**src/rtl/clk_div_ctrl_if.sv**
```systemverilog
// Ratio-update handshake between a configuring master and clk_div_ctrl.
// The master offers cfg_div with cfg_valid; the controller answers with cfg_ready and cfg_err.
interface clk_div_ctrl_if #(
    parameter int CNT_W = 8
);
    logic             cfg_valid;
    logic [CNT_W-1:0] cfg_div;
    logic             cfg_ready;
    logic             cfg_err;

    modport master (
        output cfg_valid,
        output cfg_div,
        input  cfg_ready,
        input  cfg_err
    );

    modport slave (
        input  cfg_valid,
        input  cfg_div,
        output cfg_ready,
        output cfg_err
    );
endinterface

```
**src/rtl/clk_div_ctrl.sv**
```systemverilog
// Programmable clock divider. Ratio updates are committed only at period boundaries, and enable/disable never truncates a pulse.
// Define DIV_ODD_EN to accept odd ratios (asymmetric duty); without it, only even ratios >= 2 are accepted.
module clk_div_ctrl #(
    parameter int CNT_W     = 8,
    parameter int DIV_RESET = 2
) (
    input  logic           clk,
    input  logic           rstN,
    input  logic           en,
    clk_div_ctrl_if.slave  cfg,
    output logic           out_clk,
    output logic           out_tick,
    output logic           busy
);
    typedef enum logic [1:0] {IDLE, RUN, DRAIN} state_t;

    state_t           state_q, state_d;
    logic [CNT_W-1:0] cnt_q, cnt_d;
    logic [CNT_W-1:0] div_cur_q, div_cur_d;
    logic [CNT_W-1:0] div_pend_q, div_pend_d;
    logic             pend_v_q, pend_v_d;
    logic             cfg_err_q, cfg_err_d;
    logic             cfg_ready_q, cfg_ready_d;
    logic             out_clk_q, out_clk_d;
    logic             out_tick_q, out_tick_d;
    logic             busy_q, busy_d;

    logic active;
    logic wrap;
    logic accept;
    logic div_ok;

    assign active = (state_q != IDLE);
    assign wrap   = active && (cnt_q == div_cur_q - CNT_W'(1));
    assign accept = cfg.cfg_valid && cfg_ready_q;

`ifdef DIV_ODD_EN
    assign div_ok = (cfg.cfg_div >= CNT_W'(2));
`else
    assign div_ok = (cfg.cfg_div >= CNT_W'(2)) && !cfg.cfg_div[0];
`endif

    // NOTE: every always_comb output gets a default first, so no path can leave it unassigned and infer a latch.
    always_comb begin
        state_d    = state_q;
        cnt_d      = cnt_q;
        div_cur_d  = div_cur_q;
        div_pend_d = div_pend_q;
        pend_v_d   = pend_v_q;
        cfg_err_d  = 1'b0;

        unique case (state_q)
            IDLE:    if (en) state_d = RUN;
            RUN:     if (!en) state_d = wrap ? IDLE : DRAIN;
            DRAIN:   if (en) state_d = RUN;
                     else if (wrap) state_d = IDLE;
            default: state_d = IDLE;
        endcase

        if (active)
            cnt_d = wrap ? '0 : cnt_q + CNT_W'(1);
        else
            cnt_d = '0;

        // A pending ratio is committed at the wrap even when that wrap drops into IDLE.
        if (wrap && pend_v_q) begin
            div_cur_d = div_pend_q;
            pend_v_d  = 1'b0;
        end

        if (accept) begin
            if (!div_ok) begin
                cfg_err_d = 1'b1;
            end else if (state_q == IDLE) begin
                div_cur_d = cfg.cfg_div;
                pend_v_d  = 1'b0;
            end else begin
                div_pend_d = cfg.cfg_div;
                pend_v_d   = 1'b1;
            end
        end

        // Outputs are derived from next-state values so they can be registered without a cycle of lag.
        busy_d      = (state_d != IDLE);
        out_clk_d   = busy_d && (cnt_d < (div_cur_d >> 1));
        out_tick_d  = busy_d && (cnt_d == '0);
        cfg_ready_d = !pend_v_d || (state_d == IDLE);
    end

    // NOTE: sequential state uses non-blocking assignments so every register samples pre-edge values.
    always_ff @(posedge clk or negedge rstN) begin
        if (!rstN) begin
            state_q     <= IDLE;
            cnt_q       <= '0;
            div_cur_q   <= CNT_W'(DIV_RESET);
            div_pend_q  <= '0;
            pend_v_q    <= 1'b0;
            cfg_err_q   <= 1'b0;
            cfg_ready_q <= 1'b1;
            out_clk_q   <= 1'b0;
            out_tick_q  <= 1'b0;
            busy_q      <= 1'b0;
        end else begin
            state_q     <= state_d;
            cnt_q       <= cnt_d;
            div_cur_q   <= div_cur_d;
            div_pend_q  <= div_pend_d;
            pend_v_q    <= pend_v_d;
            cfg_err_q   <= cfg_err_d;
            cfg_ready_q <= cfg_ready_d;
            out_clk_q   <= out_clk_d;
            out_tick_q  <= out_tick_d;
            busy_q      <= busy_d;
        end
    end

    assign cfg.cfg_ready = cfg_ready_q;
    assign cfg.cfg_err   = cfg_err_q;
    assign out_clk       = out_clk_q;
    assign out_tick      = out_tick_q;
    assign busy          = busy_q;
endmodule

```
**src/flat_wrapper.sv**
```systemverilog
// flat-port wrapper written by rule: the top's interface ports become plain ports
module clk_div_ctrl_flat 
#(
    parameter int CNT_W     = 8,
    parameter int DIV_RESET = 2
)
  (clk, rstN, en, out_clk, out_tick, busy, cfg_cfg_valid, cfg_cfg_div, cfg_cfg_ready, cfg_cfg_err);
  clk_div_ctrl_if #(.CNT_W(CNT_W)) cfg_i ();
  input  logic clk;
  input  logic rstN;
  input  logic en;
  output logic out_clk;
  output logic out_tick;
  output logic busy;
  input wire logic [$bits(cfg_i.cfg_valid)-1:0] cfg_cfg_valid;
  input wire logic [$bits(cfg_i.cfg_div)-1:0] cfg_cfg_div;
  output wire logic [$bits(cfg_i.cfg_ready)-1:0] cfg_cfg_ready;
  output wire logic [$bits(cfg_i.cfg_err)-1:0] cfg_cfg_err;
  assign cfg_i.cfg_valid = cfg_cfg_valid;
  assign cfg_i.cfg_div = cfg_cfg_div;
  assign cfg_cfg_ready = cfg_i.cfg_ready;
  assign cfg_cfg_err = cfg_i.cfg_err;
  clk_div_ctrl #(.CNT_W(CNT_W), .DIV_RESET(DIV_RESET)) u_core (.clk(clk), .rstN(rstN), .en(en), .cfg(cfg_i), .out_clk(out_clk), .out_tick(out_tick), .busy(busy));
endmodule
```
**config.mk**
```make
export PLATFORM = sky130hd
export DESIGN_NAME = clk_div_ctrl_flat
export DESIGN_NICKNAME = d
export VERILOG_FILES = /design/src/rtl/clk_div_ctrl_if.sv /design/src/rtl/clk_div_ctrl.sv /design/src/flat_wrapper.sv
export SDC_FILE = /design/constraint.sdc
export NUM_CORES = 1
export LEC_CHECK = 0
export ABC_AREA = 1
export CAP_MARGIN = 20
export CORE_MARGIN = 8
export CORE_UTILIZATION = 40
export CTS_CLUSTER_DIAMETER = 120
export DETAILED_ROUTE_END_ITERATION = 10
export HOLD_SLACK_MARGIN = 0.1
export PLACE_DENSITY = 0.72
export RECOVER_POWER = 100
export SETUP_SLACK_MARGIN = 0.05
export SLEW_MARGIN = 20
export SYNTH_ARGS = -nofsm -noshare
export SYNTH_HDL_FRONTEND = slang
export SYNTH_SLANG_ARGS = --single-unit
export TNS_END_PERCENT = 5
```
**constraint.sdc**
```tcl
create_clock -name clk -period 2.6 [get_ports clk]
set_clock_uncertainty 0.1 [all_clocks]
set_input_delay 0.52 -clock clk [delete_from_list [all_inputs] [get_ports clk]]
set_output_delay 0.52 -clock clk [all_outputs]
set_load 0.005 [all_outputs]
```
==> run summary, run 1 <==
power share of the combinational group: 35.1%
Core Area: 4414 µm²
Post-DP Area: 2270 µm²
detailed-route DRC error count: 0
DRT iter0 DRCs: 66
Clock Tree Buf Depth: 2
Avg Inst Size Synth: 7.684 µm²
Sw Share: 34.60%
Synth area leader: dfrtp_1
H-tree Lvls: 2
Max Slew Vio Count: 0
Max IR drop VDD: 385.0 µV
HP Class: reg -> reg
crit path to: u_core.out_clk$_DFF_PN0_
initial core utilization: 41.95%
ratio of cells with drive above 1 in the final layout: 19.66%
Worst Setup End Kind: flip-flop
grt ovf: 0
Post-CTS Hold Buffers: 0
Antenna Nets Post-Route: 0
final setup margin: -0.06990 ns
cell area power density: 762.8 nW/µm²
Setup-failing EPs final: 1
NetSw: 0.6383 mW
CTS tree: built
count of clock tree sinks: 32
Clock transition at path regs: 0.07 ns
n_diodes: 0
Worst-Margin Slew: 0.8024 ns
Async SR Flop Fraction: 100.0%
antenna violations before repair: 0
period utilization: 102.7%
synth cell count leaders: 72 x nand2_1, 34 x inv_1, 30 x dfrtp_1, 23 x nor2_1, 16 x nand3_1
Final GP Congestion: 0.8809
Post-Syn Area: 1852 µm²
first-pass GRT wire length: 7383 µm
Via density: 4.860
height of the die: 84.04 µm
MaxCap Viol Count: 0
post-layout util: 54.79%
HP Start: u_core.div_pend_q[0]$_DFFE_PN0P_
most common cell in the netlist: nand2_1
die width: 84.04 µm
Worst EP arrival: 2.80 ns
fin nets: 309
Pint: 1.207 mW
Rel. slew slack: 46.51%
final hold vios: 0
crit path from: u_core.div_cur_q[1]$_DFF_PN1_
RR Endpoint: u_core.out_clk$_DFF_PN0_
area grow syn2layout: 30.61%
Reg2Reg Depth: 17
Distinct cells, synth: 29
WP data required: 2.73 ns
Final min period: 2.670 ns
Clk pwr share: 25.6%
Synth warnings: 0
num rows: 24
RSZ-0062 raised after global routing: yes
Reg power frac: 39.3%
status: finished with violations
# IOs: 17
CTS Buf Count: 5
FF+latch count, synth: 32
register area share after synthesis: 43.38%
routed vias: 1662
design area: 2419 µm²
final wirelength: 4313 µm
vias in the first global route: 1657
DRT Pass-1 Iters: 5
Fin Setup TNS: -0.06990 ns
Mapped Cells: 241
reg2reg setup slack: -0.07 ns
Post-Synthesis Net Count: 261
Port Buffers: 16
WS Path Type: reg -> reg
Crit Reg-Reg Startpoint: u_core.div_cur_q[1]$_DFF_PN1_
post-DR wirelength/cell: 12.61 µm
synth top area cells: dfrtp_1 41%, nand2_1 15%, inv_1 6.9%, ha_1 5.4%, nor2_1 4.7%
Max FO, Critical Path: 5
top_reg_cell synth: dfrtp_1
Max Clk Rate: 0.3745 GHz
Post-synth EDFFs: 0
Clock Latency Late Sink: 0.29 ns
leakage: 1.260 nW
CTS Root Cell: clkbuf_8
Startpoint Class: flip-flop
HPWL after detailed placement: 3391 µm
All-Layer GR Usage: 12.71%
largest net degree at the start of global routing: 33
failing checks: setup timing
die area: 7063 µm²
top-area cell type share of the netlist area: 40.54%
[layout by cell type, fill, tap and decap left out, types with 4 or more instances in the layout]
| cell type | synthesis | routed |
|---|---|---|
| nand2_1 | 72 | 72 |
| inv_1 | 34 | 33 |
| dfrtp_1 | 30 | 30 |
| nor2_1 | 23 | 21 |
| buf_4 | 0 | 21 |
| nand3_1 | 16 | 16 |
| clkdlybuf4s50_1 | 0 | 9 |
| o21ai_0 | 8 | 8 |
| dlygate4sd3_1 | 0 | 7 |
| nor2_2 | 4 | 6 |
| xor2_1 | 6 | 6 |
| ha_1 | 8 | 6 |
| inv_2 | 5 | 5 |
| o211ai_1 | 5 | 5 |
| clkbuf_8 | 0 | 5 |
| nand3b_1 | 4 | 4 |
| a21oi_1 | 4 | 4 |
[sequential cells by signal, indices dropped and copies added, names as in the netlist]
| name | cells |
|---|---|
| u_core.out_tick | 1 |
| u_core.cfg.cfg_ready | 1 |
| u_core.pend_v_q | 1 |
| u_core.busy | 1 |
| u_core.out_clk | 1 |
| u_core.div_pend_q | 8 |
| u_core.div_cur_q | 8 |
| u_core.cfg.cfg_err | 1 |
| u_core.cnt_q | 8 |
| u_core.state_q | 2 |
[per-layer routing]
layer  up-vias  track usage [%]  part of all wire [%]
li1        860                -                     -
met1       757            14.47                    43
met2        37            21.87                    50
met3         8            3.418                   4.7
met4         0            4.867                   1.9
met5         -                0                     0
[power groups by stage]
stage / clock, mW / combinational, mW / sequential [mW]
global route: 0.498 / 0.736 / 0.742
finish: 0.472 / 0.648 / 0.724
floorplan: 0 / 0.402 / 0.705
detailed placement: 0 / 0.630 / 0.734
CTS: 0.475 / 0.650 / 0.725
global placement: 0 / 0.611 / 0.730
[timing repair]
item                       in CTS  in global routing
gates resized for setup         0                  5
pin swaps                       7                  3
buffers inserted                2                  1
setup endpoints to repair       1                  3
[metrics by stage]
stage / power (mW) / std cells / hold slack, ns / worst slack (ns)
floorplan: 1.107 / 241 / 0.1244 / 0.009706
global placement: 1.342 / 331 / 0.3539 / -0.1544
detailed placement: 1.363 / 331 / 0.3622 / -0.2106
CTS: 1.850 / 341 / 0.3771 / -0.04234
global route: 1.976 / 342 / 0.3957 / -0.2772
finish: 1.845 / 342 / 0.3763 / -0.06990
[layout make-up]
type / count / area, µm²
Fill cell: 403 / 1996
Multi-Input combinational cell: 168 / 937.1
Inverter: 40 / 152.6
Timing Repair Buffer: 42 / 352.8
Clock buffer: 6 / 72.57
Clock inverter: 2 / 35.03
Tap cell: 52 / 65.06
Sequential cell: 32 / 803.3
[how the worst min path moves through the flow]
| stage | endpoint | slack (ns) | cells after the start |
|---|---|---|---|
| after floorplan | u_core.busy$_DFF_PN0_ | 0.12 | 0 |
| after global placement | u_core.div_pend_q[0]$_DFFE_PN0P_ | 0.35 | 2 |
| after detailed placement | u_core.div_pend_q[0]$_DFFE_PN0P_ | 0.36 | 2 |
| after CTS | u_core.div_pend_q[0]$_DFFE_PN0P_ | 0.38 | 2 |
| after global routing | u_core.div_pend_q[0]$_DFFE_PN0P_ | 0.40 | 2 |
| final | u_core.div_pend_q[0]$_DFFE_PN0P_ | 0.38 | 2 |
[worst max-delay path, stage by stage, from the launching register on]
cell and delay (ns):
dfstp_2 0.53, inv_2 0.05, ha_4 0.22, xnor2_1 0.11
nor2_1 0.08, nand2_1 0.05, nor2_1 0.08, nand2_1 0.10
nor2_4 0.12, nand4_4 0.12, buf_4 0.17, nand2_1 0.06
nand3_1 0.08, nand2_1 0.12, ha_1 0.26, a21oi_1 0.15
nand2_1 0.09, a21oi_2 0.11
[kinds of logic after synthesis]
kind of cell	Yosys count	share of synthesized area (%)
buffers and inverters	41	8.310
AOI/OAI and AO/OA	23	7.906
xor gates and xnor gates	8	3.784
adders and majority gates	8	5.406
muxes	1	0.6081
DFF	32	43.38
and+or+nand+nor	128	30.61
Power figures use the tool's default switching activity.
==> run 2, diff against run 1 <==
--- a/config.mk
+++ b/config.mk
@@ -8,11 +8,10 @@
 export ABC_AREA = 1
 export CAP_MARGIN = 20
 export CORE_MARGIN = 8
-export CORE_UTILIZATION = 40
+export CORE_UTILIZATION = 51
 export CTS_CLUSTER_DIAMETER = 120
 export DETAILED_ROUTE_END_ITERATION = 10
-export HOLD_SLACK_MARGIN = 0.1
-export PLACE_DENSITY = 0.72
+export PLACE_DENSITY = 0.86
 export RECOVER_POWER = 100
 export SETUP_SLACK_MARGIN = 0.05
 export SLEW_MARGIN = 20
==> constraint.sdc (replaced) <==
create_clock -name clk -period 2.6 [get_ports clk]
set_clock_uncertainty 0.1 [all_clocks]
set_input_delay 0.52 -clock clk [delete_from_list [all_inputs] [get_ports clk]]
set_output_delay 0.52 -clock clk [all_outputs]
set_load 0.1 [all_outputs]
==> run summary, run 2 (synthesis gave the netlist of run 1 again) <==
Worst Setup End Kind: flip-flop
Post-CTS Hold Buffers: 0 (unchanged)
num rows: 22 (-8.3%)
CTS Root Cell: clkbuf_4
Worst-Margin Slew: 1.682 ns (+0.8793 ns)
count of clock tree sinks: 32 (unchanged)
Reg2Reg Depth: 17 (unchanged)
Core Area: 3578 µm² (-19%)
grt ovf: 0 (unchanged)
Antenna Nets Post-Route: 0 (unchanged)
final wirelength: 4680 µm (+8.5%)
reg2reg setup slack: -0.20 ns (-0.13 ns)
status: finished with violations
leakage: 1.203 nW (-4.5%)
Fin Setup TNS: -0.1954 ns (-0.1255 ns)
Startpoint Class: flip-flop
HP Class: reg -> reg
n_diodes: 0 (unchanged)
cell area power density: 784.8 nW/µm² (+2.9%)
largest net degree at the start of global routing: 33 (unchanged)
area grow syn2layout: 26.01%
H-tree Lvls: 2 (unchanged)
initial core utilization: 51.75% (+9.8 points)
detailed-route DRC error count: 0 (unchanged)
RR Endpoint: u_core.out_clk$_DFF_PN0_
final hold vios: 0 (unchanged)
# IOs: 17 (unchanged)
period utilization: 107.5% (+4.8 points)
CTS tree: built
Clock transition at path regs: 0.09 ns (+0.02 ns)
post-DR wirelength/cell: 14.01 µm (+11%)
Max FO, Critical Path: 8 (+3)
vias in the first global route: 1745 (+5.3%)
Max IR drop VDD: 513.7 µV (+33%)
most common cell after layout, fill and taps aside: nand2_1
crit path from: u_core.div_cur_q[1]$_DFF_PN1_
largest registers: u_core.cnt_q (8), u_core.div_cur_q (8), u_core.div_pend_q (8)
antenna violations before repair: 0 (unchanged)
die area: 5815 µm² (-18%)
DRT iter0 DRCs: 79 (+20%)
WS Path Type: reg -> reg
dpl ws: -0.1779 ns (+0.03270 ns)
final setup margin: -0.1954 ns (-0.1255 ns)
Port Buffers: 16 (unchanged)
failing checks: capacitance limit, slew limit, setup timing
FILL cells: 275 (-32%)
Max Slew Vio Count: 33 (+33)
Clock Latency Late Sink: 0.34 ns (+0.05 ns)
Final GP Congestion: 0.8804 (about the same)
All-Layer GR Usage: 15.83% (+3.1 points)
HPWL after detailed placement: 3362 µm (-0.86%)
Worst EP arrival: 2.92 ns (+0.12 ns)
MaxCap Viol Count: 1 (+1)
Crit Reg-Reg Startpoint: u_core.div_cur_q[1]$_DFF_PN1_
Clock Tree Buf Depth: 2 (unchanged)
most frequent cells in the layout: 69 x nand2_1, 33 x inv_1, 30 x dfrtp_1, 22 x nor2_1, 17 x buf_4
Via density: 5.254 (+8.1%)
first-pass GRT wire length: 7562 µm (+2.4%)
ratio of cells with drive above 1 in the final layout: 19.93% (+0.27 points)
Final min period: 2.795 ns (+0.1255 ns)
routed vias: 1755 (+5.6%)
Rel. slew slack: -12.12% (-59 points)
crit path to: u_core.out_clk$_DFF_PN0_
die width: 76.26 µm (-9.3%)
height of the die: 76.26 µm (-9.3%)
fin nets: 305 (-1.3%)
CTS Buf Count: 5 (unchanged)
RSZ-0062 raised after global routing: yes
DRT Pass-1 Iters: 4 (-1)
WP data required: 2.73 ns (about the same)
Max Clk Rate: 0.3577 GHz (-4.5%)
Setup-failing EPs final: 1 (unchanged)
run 2: area by class of cell:
cell class | instances | area, µm² | area share (%)
multi-input combinational | 168 | 963.4 | 41.29
timing repair buffer | 38 | 295.3 | 12.65
inverter | 40 | 152.6 | 6.542
sequential | 32 | 803.3 | 34.42
clock buffer | 8 | 58.81 | 2.520
tap | 48 | 60.06 | 2.574
run 2: metal layers:
layer | up-vias | global-route usage [%] | wire length (µm)
met1 | 836 | 17.01 | 1809
li1 | 842 | - | -
met4 | 0 | 7.308 | 153
met2 | 63 | 27.93 | 2454
met3 | 14 | 4.481 | 262
met5 | - | 0 | 0
run 2: timing repair:
item,CTS,global route
cloned,0,0
hold endpoints to repair,0,0
endpoints found under the setup margin,1,2
pin swaps,5,12
buffers inserted,1,2
gates resized for setup,1,10
run 2: critical path: stages, from the launching register on:
cell and delay (ns):
dfstp_2 0.55, inv_2 0.05, ha_4 0.23, xnor2_1 0.11
nor2_1 0.08, nand2_1 0.05, nor2_1 0.09, nand2_1 0.10
nor2_4 0.15, nand4_4 0.13, inv_4 0.13, nand2_1 0.06
o211ai_1 0.08, nand2_1 0.13, ha_1 0.29, o21ai_1 0.09
o211ai_1 0.22, a21oi_2 0.04
run 2: worst min-delay path by stage:
stage / start / end / cells past startpoint
final: u_core.div_pend_q[0]$_DFFE_PN0P_ / u_core.div_pend_q[0]$_DFFE_PN0P_ / 2
after global routing: u_core.div_pend_q[0]$_DFFE_PN0P_ / u_core.div_pend_q[0]$_DFFE_PN0P_ / 2
after CTS: u_core.div_pend_q[0]$_DFFE_PN0P_ / u_core.div_pend_q[0]$_DFFE_PN0P_ / 2
after detailed placement: u_core.div_pend_q[0]$_DFFE_PN0P_ / u_core.div_pend_q[0]$_DFFE_PN0P_ / 2
after global placement: u_core.div_pend_q[0]$_DFFE_PN0P_ / u_core.div_pend_q[0]$_DFFE_PN0P_ / 2
after floorplan: rstN / u_core.busy$_DFF_PN0_ / 0
run 2: power by group:
| part | internal [mW] | switching (mW) |
|---|---|---|
| clock network | 0.133 | 0.162 |
| registers | 0.620 | 0.109 |
| logic | 0.305 | 0.502 |
run 2: stage by stage:
step	power, mW	hold slack [ns]	util (%)	instances	cell area, µm²
2_1_floorplan	1.218	0.1244	-	241	1876
3_3_place_gp	1.427	0.3507	62.10	323	2222
3_5_place_dp	1.459	0.3650	62.10	323	2222
4_1_cts	1.769	0.3871	64.02	332	2291
5_1_grt	1.943	0.4097	65.21	334	2333
6_report	1.831	0.3855	65.21	334	2333
